<file path="src/rtl/uart_rx_pkg.sv">
// Shared UART constants: standard baud divisors and the receiver FSM encoding.
// The transmitter imports this same package.
package uart_rx_pkg;

  localparam int B115200 = 104;
  localparam int B57600  = 208;
  localparam int B9600   = 1250;

  localparam int BAUD_W     = 16;
  localparam int FRAME_BITS = 10;

  typedef enum logic [1:0] {
    IDLE = 2'd0,
    RECV = 2'd1,
    LOAD = 2'd2,
    DAV  = 2'd3
  } rx_state_e;

  // Offset of the first sample from the start edge: half a bit period.
  function automatic logic [BAUD_W-1:0] half_period(input int baud);
    return BAUD_W'(baud / 2);
  endfunction

endpackage

</file>
<file path="src/rtl/baudgen_rx.sv">
// Receive baud tick generator. The counter stays at 0 while disabled.
// Once enabled it ticks BAUD/2 cycles later, and then every BAUD cycles.
module baudgen_rx
  import uart_rx_pkg::*;
#(
  parameter int BAUD = B115200
) (
  input  logic clk,
  input  logic rst,
  input  logic clk_ena,
  output logic clk_out
);

  localparam logic [BAUD_W-1:0] TC   = BAUD_W'(BAUD - 1);
  localparam logic [BAUD_W-1:0] MID  = half_period(BAUD) - 16'd1;
  localparam logic [BAUD_W-1:0] STEP = 16'd1;

  logic [BAUD_W-1:0] cnt;

  // Wraps every BAUD cycles. The tick sits at the half-period point of each
  // wrap, so the first tick lands mid start bit.
  always_ff @(posedge clk or posedge rst) begin
    if (rst) begin
      cnt <= '0;
    end else if (!clk_ena) begin
      cnt <= '0;
    end else if (cnt == TC) begin
      cnt <= '0;
    end else begin
      cnt <= cnt + STEP;
    end
  end

  assign clk_out = clk_ena && (cnt == MID);

endmodule

</file>
<file path="src/rtl/uart_rx.sv">
// UART 8N1 receiver. The optional framing-error output is enabled with UART_RX_FERR_EN.
// States: IDLE wait for start edge | RECV sample 10 bits | LOAD latch byte | DAV pulse rcv
module uart_rx
  import uart_rx_pkg::*;
#(
  parameter int BAUD = B115200
) (
  input  logic       clk,
  input  logic       rst,
  input  logic       rx,
  output logic       rcv,
  output logic [7:0] data,
  output logic       busy
`ifdef UART_RX_FERR_EN
  ,
  output logic       ferr
`endif
);

  rx_state_e             state, state_next;
  logic                  rx_meta, rx_s, rx_prev;
  logic                  start_edge;
  logic                  baud_ena, tick;
  logic [FRAME_BITS-1:0] shifter;
  logic [3:0]            bitc;

  always_ff @(posedge clk or posedge rst) begin
    if (rst) begin
      rx_meta <= 1'b1;
      rx_s    <= 1'b1;
      rx_prev <= 1'b1;
    end else begin
      rx_meta <= rx;
      rx_s    <= rx_meta;
      rx_prev <= rx_s;
    end
  end

  assign start_edge = rx_prev & ~rx_s;
  assign baud_ena   = (state == RECV);

  baudgen_rx #(.BAUD(BAUD)) u_baudgen (
    .clk     (clk),
    .rst     (rst),
    .clk_ena (baud_ena),
    .clk_out (tick)
  );

  always_ff @(posedge clk or posedge rst) begin
    if (rst) begin
      state <= IDLE;
    end else begin
      state <= state_next;
    end
  end

  always_comb begin
    state_next = state;
    case (state)
      IDLE: if (start_edge) state_next = RECV;
      // shifter[9] holds the bit just sampled; a high start bit is a glitch.
      RECV: begin
        if (bitc == 4'd1 && shifter[9]) begin
          state_next = IDLE;
        end else if (bitc == 4'd10) begin
          state_next = shifter[0] ? IDLE : LOAD;
        end
      end
      LOAD:    state_next = DAV;
      DAV:     state_next = IDLE;
      default: state_next = IDLE;
    endcase
  end

  always_ff @(posedge clk or posedge rst) begin
    if (rst) begin
      shifter <= '1;
      bitc    <= '0;
      data    <= 8'h00;
      rcv     <= 1'b0;
    end else begin
      rcv <= (state_next == DAV);
      if (state == IDLE) begin
        bitc <= '0;
      end else if (tick) begin
        shifter <= {rx_s, shifter[FRAME_BITS-1:1]};
        bitc    <= bitc + 4'd1;
      end
      if (state == LOAD) begin
        data <= shifter[8:1];
      end
    end
  end

`ifdef UART_RX_FERR_EN
  always_ff @(posedge clk or posedge rst) begin
    if (rst) begin
      ferr <= 1'b0;
    end else begin
      ferr <= (state_next == DAV) && !shifter[9];
    end
  end
`endif

  assign busy = (state != IDLE);

endmodule
</file>
<file path="config.mk">
export PLATFORM = sky130hd
export DESIGN_NAME = uart_rx
export DESIGN_NICKNAME = d
export VERILOG_FILES = /design/src/rtl/uart_rx_pkg.sv /design/src/rtl/baudgen_rx.sv /design/src/rtl/uart_rx.sv
export SDC_FILE = /design/constraint.sdc
export NUM_CORES = 1
export LEC_CHECK = 0
export BUFFER_PORTS_ARGS = -buffer_cell sky130_fd_sc_hd__buf_2
export CORE_UTILIZATION = 40
export DETAILED_ROUTE_END_ITERATION = 6
export GPL_TIMING_DRIVEN = 0
export SLEW_MARGIN = 5
export SYNTH_ARGS = -nofsm -noshare
export SYNTH_HDL_FRONTEND = slang
export SYNTH_SLANG_ARGS = --single-unit
export TNS_END_PERCENT = 50
</file>
<file path="constraint.sdc">
create_clock -name clk -period 4.1 [get_ports clk]
set_clock_uncertainty 0.15 [all_clocks]
set_input_delay 0.615 -clock clk [delete_from_list [all_inputs] [get_ports clk]]
set_output_delay 0.615 -clock clk [all_outputs]
set_load 0.01 [all_outputs]
</file>
==> summary.md, run 1 <==
| Metric | Value |
|---|---|
| Status | completed |
| Synthesis-to-finish area growth | 13.6% |
| Setup TNS Final | 0 ns |
| Diode count | 0 |
| DRT Wirelength | between 3 and 4 mm |
| Worst-skew pair later-pin latency | between 0.2 and 0.3 ns |
| Cell Pwr Density | between 400 and 500 nW/um2 |
| Root buffer cell | clkbuf_8 |
| Largest net degree at the start of global routing | 45 |
| Post-CTS setup buffer count | 0 |
| Std-Cell Rows | 25 |
| Post_cts resized | 0 |
| Critical Path RT | just over 4 ns |
| Critical R2R Launch | u_baudgen.cnt[0] |
| Cell Count, Final, Fillers Out | 250 |
| Cell family with most CP delay | simple AND/OR/NAND/NOR gates |
| Area of the mapped netlist | roughly 2000 um2 |
| Average cell area after synthesis | roughly 12 um2 |
| Period utilisation layout | 0.495 |
| Crit. Startpoint | u_baudgen.cnt[0] |
| Max FO, Critical Path | 10 |
| Synth top area share | 0.397 |
| Pins Over Slew Limit | 0 |
| Net Sw Frac | 0.257 |
| Nets | around 190 |
| RD Place Congestion | between 0.7 and 0.8 |
| Pre-Repair DR Iteration Count | 4 |
| Startpoint types | flip-flop |
| PnR worst setup slack | between 2 and 2.5 ns |
| Comb power frac | 0.108 |
| Clk pwr share | 0.371 |
| RSZ-0062 raised after global routing | no |
| R2R Setup Slk | around 2.1 ns |
| CTS max path bufs | 2 |
| P_sw | 243 uW |
| Internal cell power | 702 uW |
| Final count of hold timing violations | 0 |
| Wire per inst | between 10 and 15 um |
| I/O pin count | 13 |
| CTS Sinks | 44 |
| Max stage delay on crit path | 0.40 ns |
| Min-delay src | rx_meta |
| Maximum VDD drop | ~0.18 mV |
| Synthesized instance count | roughly 160 |
| CTS tree | built |
| Arrival @ worst endpoint | 2.06 ns |
| Residual DRC | 0 |
| Ratio of cells with drive above 1 in the final layout | 0.317 |
| Worst-Margin Slew | 0.878 ns |
| Setup Crit Path Kind | reg2reg |
| Die Area | ~5200 um2 |
| Flop pwr share | 0.521 |
| Max-cap viol count | 0 |
| P_leak | between 0.0009 and 0.001 uW |
| Buf/Inv on CP | 1 |
| Synth Net Count | 170 |
| Crit-path slowest cell | dfrtp_1 |
| Antenna violations before repair | 0 |
| Cell count of the worst hold path | 0 |
| Htree depth | 2 |
| GRT Overall Usage | 0.141 |
| Initial Util | 0.414 |
| Via density | between 4 and 5 |
| Reg2reg end | u_baudgen.cnt[12] |
| CP endpoint kind | flip-flop |
| Fin util | 0.470 |
| Worst min-delay path category | reg2reg |
| Critical Path, Cell by Cell | ha_1 -> nor4b_2 -> nand3_2 -> o21ai_2 -> buf_2 -> nor2_1 |
| Die H | around 70 um |
| Hold EP | rx_s |
| Final antenna-violating net count | 0 |
| Synth unique cells | 34 |
| Core Area | around 4700 um2 |
| Gr ovfl total | 0 |
| CTS buffer count | 5 |
| Slew margin rel. | 0.414 |
| Reg2Reg Depth | 6 |
| Post-layout min period | approximately 2.0 ns |
| Final setup viols | 0 |
| Post-synthesis register bit count | 44 |
| Ys Warns | 0 |
| Port Buf Inserts | 12 |
| Hold_buf cts | 0 |
| Largest cells by area after synthesis | dfrtp_1 40%, dfstp_2 17%, mux2_2 10% |
| Post-DP HPWL | between 2 and 2.5 mm |
| Seq/Total Area, Yosys | 0.572 |
| Iter 0 DRT Violations | 67 |
| FMAX | slightly below 500 MHz |
| Worst slack, placed | approximately 2.1 ns |
| Worst-path clk slew | 0.08 ns |
| Die W | between 70 and 80 um |
| Placed instance count | around 240 |
| Vias in the first global route | between 1000 and 1500 |
| First-pass GRT wire length | approximately 5.6 mm |
| DR vias | roughly 1200 |
| Biggest area consumer among synthesized cells | dfrtp_1 |
[flip-flops by register name, indices dropped and copies added (netlist names)]
name and flops:
u_baudgen.cnt 16, shifter 10, data 8, bitc 4
state 2, rcv 1, rx_meta 1, rx_prev 1
rx_s 1
[area by class of cell]
cell class / count / area (um2)
fill: 434 / 2500
sequential: 44 / 1120
multi-input combinational: 107 / 783
tap: 67 / 83.8
clock buffer: 6 / 82.6
timing repair buffer: 12 / 60.1
clock inverter: 2 / 38.8
inverter: 9 / 33.8
buffer: 3 / 20.0
[per-stage QoR]
| stage | power (uW) | instance area [um2] | hold slack [ns] |
|---|---|---|---|
| floorplan | 575 | 1950 | 0.195 |
| global placement | 597 | 2100 | 0.197 |
| detailed placement | 602 | 2100 | 0.198 |
| CTS | 952 | 2220 | 0.211 |
| global route | 989 | 2220 | 0.214 |
| finish | 945 | 2220 | 0.210 |
[cells in the mapped netlist]
master	n
inv_1	9
and2b_1	1
nand4_1	4
xor2_1	2
o21ai_0	1
nand3_1	7
nand3_2	1
and3_1	1
and2_1	2
dfstp_2	13
nand2_1	8
nand4bb_1	2
xnor2_1	12
nor2_1	20
a21oi_1	2
mux2_2	18
nor2b_1	1
ha_1	4
mux2i_1	2
buf_6	1
nor2b_4	1
nor3_1	5
o211ai_1	1
clkbuf_1	1
nor4b_2	1
and4bb_1	1
nand3b_1	1
o22ai_1	1
or4_1	1
nor4_1	5
dfrtp_1	31
o21bai_1	1
buf_2	1
o21ai_2	1
[cells by family (layout without fill, tap and decap cells)]
logic type               after synthesis  count (layout)  synth area share
AND/OR/NAND/NOR                       62              62             0.175
buffers and inverters                 12              32            0.0275
adder cells (fa/ha/maj)                4               4            0.0256
AO/OA/AOI/OAI                          7               7            0.0231
multiplexers                          20              20             0.114
XOR/XNOR                              14              14            0.0627
flip-flops                            44              44             0.572
[worst max-delay path by stage]
stage / end / cells past startpoint / slack, ns
2_1_floorplan: shifter[0] / 6 / 2.29
3_3_place_gp: rcv / 2 / 1.83
3_5_place_dp: u_baudgen.cnt[12] / 5 / 2.07
4_1_cts: u_baudgen.cnt[12] / 5 / 2.05
5_1_grt: u_baudgen.cnt[12] / 6 / 1.92
6_report: u_baudgen.cnt[12] / 6 / 2.07
[layout by cell type (no fill, tap or decap), types with 2 or more instances in the layout]
cell type / instances
a21oi_1: 2
nor2_1: 20
and2_1: 2
buf_2: 13
nand2_1: 8
nand4_1: 4
mux2_2: 18
mux2i_1: 2
nand3_1: 7
nor3_1: 5
xor2_1: 2
inv_1: 8
xnor2_1: 12
dfstp_2: 13
clkbuf_8: 6
nor4_1: 5
dfrtp_1: 31
nand4bb_1: 2
ha_1: 4
[power groups by stage]
stage               Combinational [uW]  Sequential, uW  Clock [uW]
floorplan                         83.6             492           0
global placement                   100             496           0
detailed placement                 104             498           0
CTS                                104             491         356
global route                       116             498         375
finish                             102             492         350
[routing by layer]
| metal | wire length [um] | track usage | share of wire |
|---|---|---|---|
| met5 | 0 | 0 | 0 |
| met4 | 48 | 0.0588 | 0.014 |
| met3 | 140 | 0.0417 | 0.041 |
| met2 | 1620 | 0.225 | 0.48 |
| met1 | 1590 | 0.180 | 0.47 |
Power figures use the tool's default switching activity.
==> inputs of run 2 (changes only) <==
--- a/config.mk
+++ b/config.mk
@@ -5,6 +5,7 @@
 export SDC_FILE = /design/constraint.sdc
 export NUM_CORES = 1
 export LEC_CHECK = 0
+export ABC_AREA = 1
 export BUFFER_PORTS_ARGS = -buffer_cell sky130_fd_sc_hd__buf_2
 export CORE_UTILIZATION = 40
 export DETAILED_ROUTE_END_ITERATION = 6
==> constraint.sdc (replaced) <==
create_clock -name clk -period 2.1 [get_ports clk]
set_clock_uncertainty 0.15 [all_clocks]
set_input_delay 0.315 -clock clk [delete_from_list [all_inputs] [get_ports clk]]
set_output_delay 0.315 -clock clk [all_outputs]
set_load 0.01 [all_outputs]
==> run 2 against run 1 <==
Against the previous run:
- setup slack got worse by 1.7 ns
- global-route usage grew 1.5 points
- sequential share of layout area fell by 5.0 points
- area after synthesis up 11%
- cell area is 11% higher
- synthesized cell count rose by 57%
- utilization increased by 0.68 points
- critical endpoint is now busy
- largest cell class unchanged
- largest power group unchanged
==> summary.md, run 2 <==
| Metric | Value |
|---|---|
| Status | completed |
| Synthesis-to-finish area growth | 14.0% |
| Worst-path clk slew | roughly 0.09 ns |
| Initial Util | 0.418 |
| Ratio of cells with drive above 1 in the final layout | 0.197 |
| First-pass GRT wire length | ~6.6 mm |
| Die Area | between 5000 and 6000 um2 |
| Maximum VDD drop | between 0.3 and 0.4 mV |
| Gr ovfl total | 0 |
| Worst-Margin Slew | between 0.2 and 0.3 ns |
| Total power | approximately 1800 uW |
| Core Area | between 5000 and 6000 um2 |
| Largest cells by area after synthesis | dfrtp_1 36%, dfstp_2 16%, nand2_1 12% |
| Synthesized instance count | 256 |
| Slew margin rel. | 0.811 |
| CP endpoint kind | output port |
| CTS buffer count | 5 |
| Post-synth EDFFs | 0 |
| Most common cell after layout, fill and taps aside | nand2_1 |
| Largest net degree at the start of global routing | 35 |
| Wire per inst | about 11 um |
| CTS max path bufs | 2 |
| Final setup viols | 0 |
| FMAX | roughly 600 MHz |
| Worst-skew pair later-pin latency | 0.30 ns |
| Die W | approximately 76 um |
| Biggest area consumer among synthesized cells | dfrtp_1 |
| Placed instance count | 339 |
| Setup Crit Path Kind | reg2out |
| Post-synthesis mux area share | 0 |
| Pre-Repair DR Iteration Count | 4 |
| Largest register FFs | 16 |
| Arrival @ worst endpoint | ~1.2 ns |
| Pins Over Slew Limit | 0 |
| DRT Wirelength | about 4.0 mm |
| Post-CTS setup buffer count | 0 |
| Std-Cell Rows | 26 |
| Vias in the first global route | roughly 1500 |
| Critical Path RT | around 1.6 ns |
| Leading cell types in the layout, fill and taps excluded | 72 x nand2_1, 39 x nor2_1, 31 x dfrtp_1 |
| Average cell area after synthesis | ~8.5 um2 |
| Worst slack, placed | 0.461 ns |
| Synth top area share | 0.359 |
| Top-count cell post-synth | nand2_1 |
| Post-synthesis simple-gate area fraction | 0.294 |
| Max stage delay on crit path | around 0.48 ns |
| Largest family of logic cells by synthesized area | simple AND/OR/NAND/NOR gates |
| Residual DRC | 0 |
| Cell Count, Final, Fillers Out | between 300 and 400 |
| Max FO, Critical Path | 6 |
| Die H | ~76 um |
| Antenna violations before repair | 0 |
| Synth Net Count | approximately 260 |
| Post-layout min period | about 1.7 ns |
| Post-synth ARST share | 1.00 |
| DR vias | 1629 |
| CTS Sinks | 44 |
| Area of the mapped netlist | 2160 um2 |
| Post_cts resized | 0 |
| Final antenna-violating net count | 0 |
| Root buffer cell | clkbuf_8 |
| Primary FF master, synth | dfrtp_1 |
| RD Place Congestion | a little over 0.8 |
| Post-synthesis register bit count | 44 |
| Seq/Total Area, Yosys | 0.516 |
| Diode count | 0 |
| Period utilisation layout | 0.807 |
| I/O pin count | 13 |
| Top cells by count, synth | 72 x nand2_1, 39 x nor2_1, 31 x dfrtp_1 |
| WHS | 0.209 ns |
| Max-cap viol count | 0 |
| Ys Warns | 0 |
| P_leak | about 0.0011 uW |
| Cell Pwr Density | roughly 750 nW/um2 |
| Port Buf Inserts | 12 |
| Post-DP HPWL | between 2 and 3 mm |
| Startpoint types | flip-flop |
| CTS tree | built |
| Largest registers | u_baudgen.cnt: 16 flops, shifter: 10 flops, data: 8 flops |
| Via density | roughly 4.7 |
| Final count of hold timing violations | 0 |
| Fin util | 0.477 |
| Post-Synth Adder-Cell Area | 0.0231 |
| PnR worst setup slack | between 0.4 and 0.5 ns |
| Nets | between 200 and 300 |
| Compound-Gate Fraction of Synth Area | 0.0844 |
| Iter 0 DRT Violations | a little under 70 |
| Worst min-delay path category | reg2reg |
| Largest reg by FF count | u_baudgen.cnt |
| Synth unique cells | 24 |
| RSZ-0062 raised after global routing | no |
| Post-synthesis xor/xnor area fraction | 0.0162 |
| Crit-path slowest cell | dfrtp_1 |
| Htree depth | 2 |
| GRT Overall Usage | 0.156 |
| Critical Path, Cell by Cell | inv_1 -> nand2_1 -> buf_2 |
[run 2: cell count changes in the layout (fill, tap and decap cells not counted), moves of 5 or more]
cell / previous run / this run
o21ai_2: 1 / 9
nor2_1: 20 / 39
nor3_1: 5 / 0
nand2_1: 8 / 72
nand3_1: 7 / 14
nor4_1: 5 / 0
mux2_2: 18 / 0
inv_1: 8 / 29
o21ai_0: 1 / 12
xnor2_1: 12 / 2
[run 2: worst max-delay path: cells and delay by family (launching register included)]
family / cells / cell delay (ns)
AND/OR/NAND/NOR: 1 / 0.18
buffers and inverters: 2 / 0.27
flip-flops: 1 / 0.48
[run 2: worst paths after layout]
path	cells past startpoint	slack (ns)	endpoint	start
worst max-delay path	3	0.40	busy	state[1]
worst min-delay path	0	0.21	rx_s	rx_meta
worst max register to register	6	0.44	u_baudgen.cnt[14]	u_baudgen.cnt[0]
worst min register to register	0	0.21	rx_s	rx_meta
max in group asynchronous	4	0.94	rx_meta	rst
min in group asynchronous	3	0.33	u_baudgen.cnt[8]	rst
[run 2: what timing repair did]
item                                    4_1_cts  5_1_grt
hold buffers                                  2        0
endpoints found under the hold margin        11        0
endpoints found under the setup margin        0        0
[run 2: cell families after synthesis]
family / Yosys count
flip-flops: 44
buffers and inverters: 34
XOR/XNOR: 4
AO/OA/AOI/OAI: 28
adder cells (fa/ha/maj): 4
AND/OR/NAND/NOR: 142
[run 2: where the power goes]
group / internal [uW] / total [uW] / switching, uW
Clock: 359 / 667 / 309
Sequential: 901 / 955 / 54.3
Combinational: 81.9 / 227 / 145
Total: 1340 / 1850 / 508
[run 2: per-layer routing]
layer	share of wire	wire length, um	global-route usage	vias to the layer above
li1	-	-	-	850
met4	0.022	89	0.0658	0
met1	0.51	2020	0.219	745
met2	0.44	1750	0.230	25
met3	0.030	118	0.0397	9
met5	0	0	0	-
[run 2: final cells by class]
type                            count  area [um2]
Sequential cell                    44        1120
Tap cell                           70        87.6
Buffer                              2        22.5
Inverter                           32         120
Timing Repair Buffer               15         100
Fill cell                         502        2710
Multi-Input combinational cell    178         903
Clock buffer                        5        68.8
Clock inverter                      3        46.3
[run 2: stage by stage]
step	setup TNS (ns)	area, um2
3_5_place_dp	0	2330
2_1_floorplan	0	2160
5_1_grt	0	2470
4_1_cts	0	2470
6_report	0	2470
3_3_place_gp	-0.00516	2310
==> inputs of run 3 (changes only) <==
--- a/config.mk
+++ b/config.mk
@@ -5,7 +5,7 @@
 export SDC_FILE = /design/constraint.sdc
 export NUM_CORES = 1
 export LEC_CHECK = 0
-export ABC_AREA = 1
+export ABC_AREA = 0
 export BUFFER_PORTS_ARGS = -buffer_cell sky130_fd_sc_hd__buf_2
 export CORE_UTILIZATION = 40
 export DETAILED_ROUTE_END_ITERATION = 6
==> constraint.sdc (replaced) <==
create_clock -name clk -period 1.7 [get_ports clk]
set_clock_uncertainty 0.15 [all_clocks]
set_input_delay 0.255 -clock clk [delete_from_list [all_inputs] [get_ports clk]]
set_output_delay 0.255 -clock clk [all_outputs]
set_load 0.01 [all_outputs]
==> run 3 against run 2 <==
Against the previous run:
- the flow now finishes with violations (negative hold slack, negative setup slack)
- sequential share of layout area rose by 0.23 points
- via count shrank 20%
- largest cell class unchanged
- register-to-register slack got worse by 0.53 ns
- critical path depth up 2
- flip-flop and latch count did not move
- combinational power is 97% higher
- clock power up 24%
- routed wire length down 9.1%
- first-iteration DRC count fell by 35%
- global-route usage fell by 1.0 points
==> summary.md, run 3 (synthesis gave the netlist of run 1 again) <==
| Metric | Value |
|---|---|
| Status | complete, but fails checks |
| Failing checks | negative hold slack, negative setup slack |
| Pre-Repair DR Iteration Count | 4 |
| Critical Path, Cell by Cell | nor4_4 -> nand3_2 -> nor2b_4 -> buf_12 -> mux2_4 |
| CTS buffer count | 5 |
| Startpoint types | flip-flop |
| Stages on worst setup path | 5 |
| Reg2Reg Depth | 5 |
| RSZ-0062 raised after global routing | yes |
| Nets | a little over 200 |
| Critical R2R Launch | u_baudgen.cnt[13] |
| Setup TNS Final | -1.70 ns |
| Die W | 71.9 um |
| Last element of the critical path | shifter[3] |
| Antenna violations before repair | 0 |
| Final count of hold timing violations | 11 |
| Std-Cell Rows | 25 |
| Die H | roughly 72 um |
| Iter 0 DRT Violations | 45 |
| Htree depth | 2 |
| DR vias | 1300 |
| Multi-input logic area | roughly 900 um2 |
| FF/Latch Area | 1120 um2 |
| Crit. Startpoint | u_baudgen.cnt[13] |
| R2R Setup Slk | -0.09 ns |
| Post-DP HPWL | roughly 2.3 mm |
| Total power | 2480 uW |
| RD Place Congestion | 0.789 |
| FILL cells | 420 |
| Diode count | 0 |
| Largest reg by FF count | u_baudgen.cnt |
| CTS max path bufs | 2 |
| FMAX | 558 MHz |
| DRT Wirelength | roughly 3.6 mm |
| Largest registers | u_baudgen.cnt: 16 flops, shifter: 10 flops, data: 8 flops |
| Root buffer cell | clkbuf_8 |
| Maximum VDD drop | 0.625 mV |
| Die Area | just over 5000 um2 |
| Ratio of cells with drive above 1 in the final layout | 0.444 |
| Largest register FFs | 16 |
| Port Buf Inserts | 12 |
| CP endpoint kind | flip-flop |
| Worst-skew pair later-pin latency | roughly 0.29 ns |
| First-pass GRT wire length | 5.80 mm |
| Critical Path RT | 1.77 ns |
| I/O pin count | 13 |
| Final antenna-violating net count | 0 |
| Period utilisation layout | 1.05 |
| Post-layout min period | 1.79 ns |
| Synthesis-to-finish area growth | 26.1% |
| Crit-path slowest cell | dfrtp_2 |
| Max FO, Critical Path | 10 |
| GRT Overall Usage | 0.146 |
| Worst-Margin Slew | approximately 0.88 ns |
| Core Area | ~4700 um2 |
| Setup Crit Path Kind | reg2reg |
| Initial Util | 0.414 |
| Cell Pwr Density | just over 1000 nW/um2 |
| Final setup viols | 27 |
| Slew margin rel. | 0.412 |
| CTS tree | built |
| Vias in the first global route | around 1200 |
| Worst-path clk slew | roughly 0.080 ns |
| Most common cell after layout, fill and taps aside | dfrtp_1 |
| Wire per inst | approximately 14 um |
| Residual DRC | 0 |
| Max stage delay on crit path | ~0.46 ns |
| Cell family with most CP delay | simple AND/OR/NAND/NOR gates |
| CTS Sinks | 44 |
| Max-cap viol count | 0 |
| Via density | about 4.9 |
| Largest net degree at the start of global routing | 45 |
| Leading cell types in the layout, fill and taps excluded | 27 x dfrtp_1, 19 x nor2_1, 13 x dfstp_2 |
| Buf/Inv on CP | 1 |
| Arrival @ worst endpoint | 1.86 ns |
| PnR worst setup slack | -0.0931 ns |
| WHS | -0.00390 ns |
| P_leak | roughly 0.0011 uW |
| Gr ovfl total | 0 |
| Pins Over Slew Limit | 0 |
| Reg2reg end | shifter[3] |
| Worst min-delay path category | in2async |
-- run 3: cell types whose count changed in the layout (fill, tap and decap cells not counted), moves of 10 or more --
cell     delta
inv_1      -21
xnor2_1    +10
mux2_2     +10
nand2_1    -65
o21ai_0    -12
buf_4      +10
nor2_1     -20
-- run 3: power breakdown --
| group | total (uW) | internal (uW) | switching (uW) |
|---|---|---|---|
| Sequential | 1200 | 1120 | 85.7 |
| Combinational | 448 | 242 | 206 |
| Clock | 830 | 480 | 349 |
| Total | 2480 | 1840 | 641 |
-- run 3: worst min path at each step --
stage / from / to / slack, ns / cells past startpoint
6_report: rst / u_baudgen.cnt[12] / -0.004 / 2
5_1_grt: rst / state[0] / 0.08 / 2
4_1_cts: rst / data[6] / 0.02 / 2
3_5_place_dp: rx_meta / rx_s / 0.20 / 0
3_3_place_gp: rx_meta / rx_s / 0.20 / 0
2_1_floorplan: rx / rx_meta / 0.11 / 0
-- run 3: worst register-to-register path, cell delays in order, from the launching register on --
cell     delay [ns]
dfrtp_2        0.46
nor4_4         0.30
nand3_2        0.17
nor2b_4        0.18
buf_12         0.16
mux2_4         0.30
-- run 3: cell type report --
cell class              instances  area share
inverters                       9      0.0137
clock buffers                   6      0.0335
multi-input cells             107       0.365
clock inverters                 2      0.0157
well taps                      67      0.0340
repair buffers                 25      0.0680
flip-flops and latches         44       0.455
plain buffers                   3      0.0147
-- run 3: what timing repair did --
| item | CTS | global route |
|---|---|---|
| pin swaps | 5 | 3 |
| endpoints found under the hold margin | 1 | 0 |
| endpoints found under the setup margin | 28 | 37 |
| gates cloned | 0 | 1 |
| hold buffers | 1 | 0 |
| buffers inserted | 8 | 3 |
| resized for setup | 14 | 13 |
-- run 3: metrics by stage --
stage	area [um2]	util	instances	setup slack [ns]
2_1_floorplan	2000	-	163	-0.0796
5_1_grt	2460	0.522	263	-0.154
6_report	2460	0.522	263	-0.0931
3_3_place_gp	2140	0.454	242	-0.241
3_5_place_dp	2140	0.454	242	-0.276
4_1_cts	2400	0.508	259	-0.124
-- run 3: metal layers --
layer | global-route usage | wire [um] | vias up
li1 | - | - | 621
met1 | 0.197 | 1670 | 646
met2 | 0.229 | 1770 | 24
met3 | 0.0306 | 90 | 9
met4 | 0.0675 | 81 | 0
met5 | 0 | 0 | -
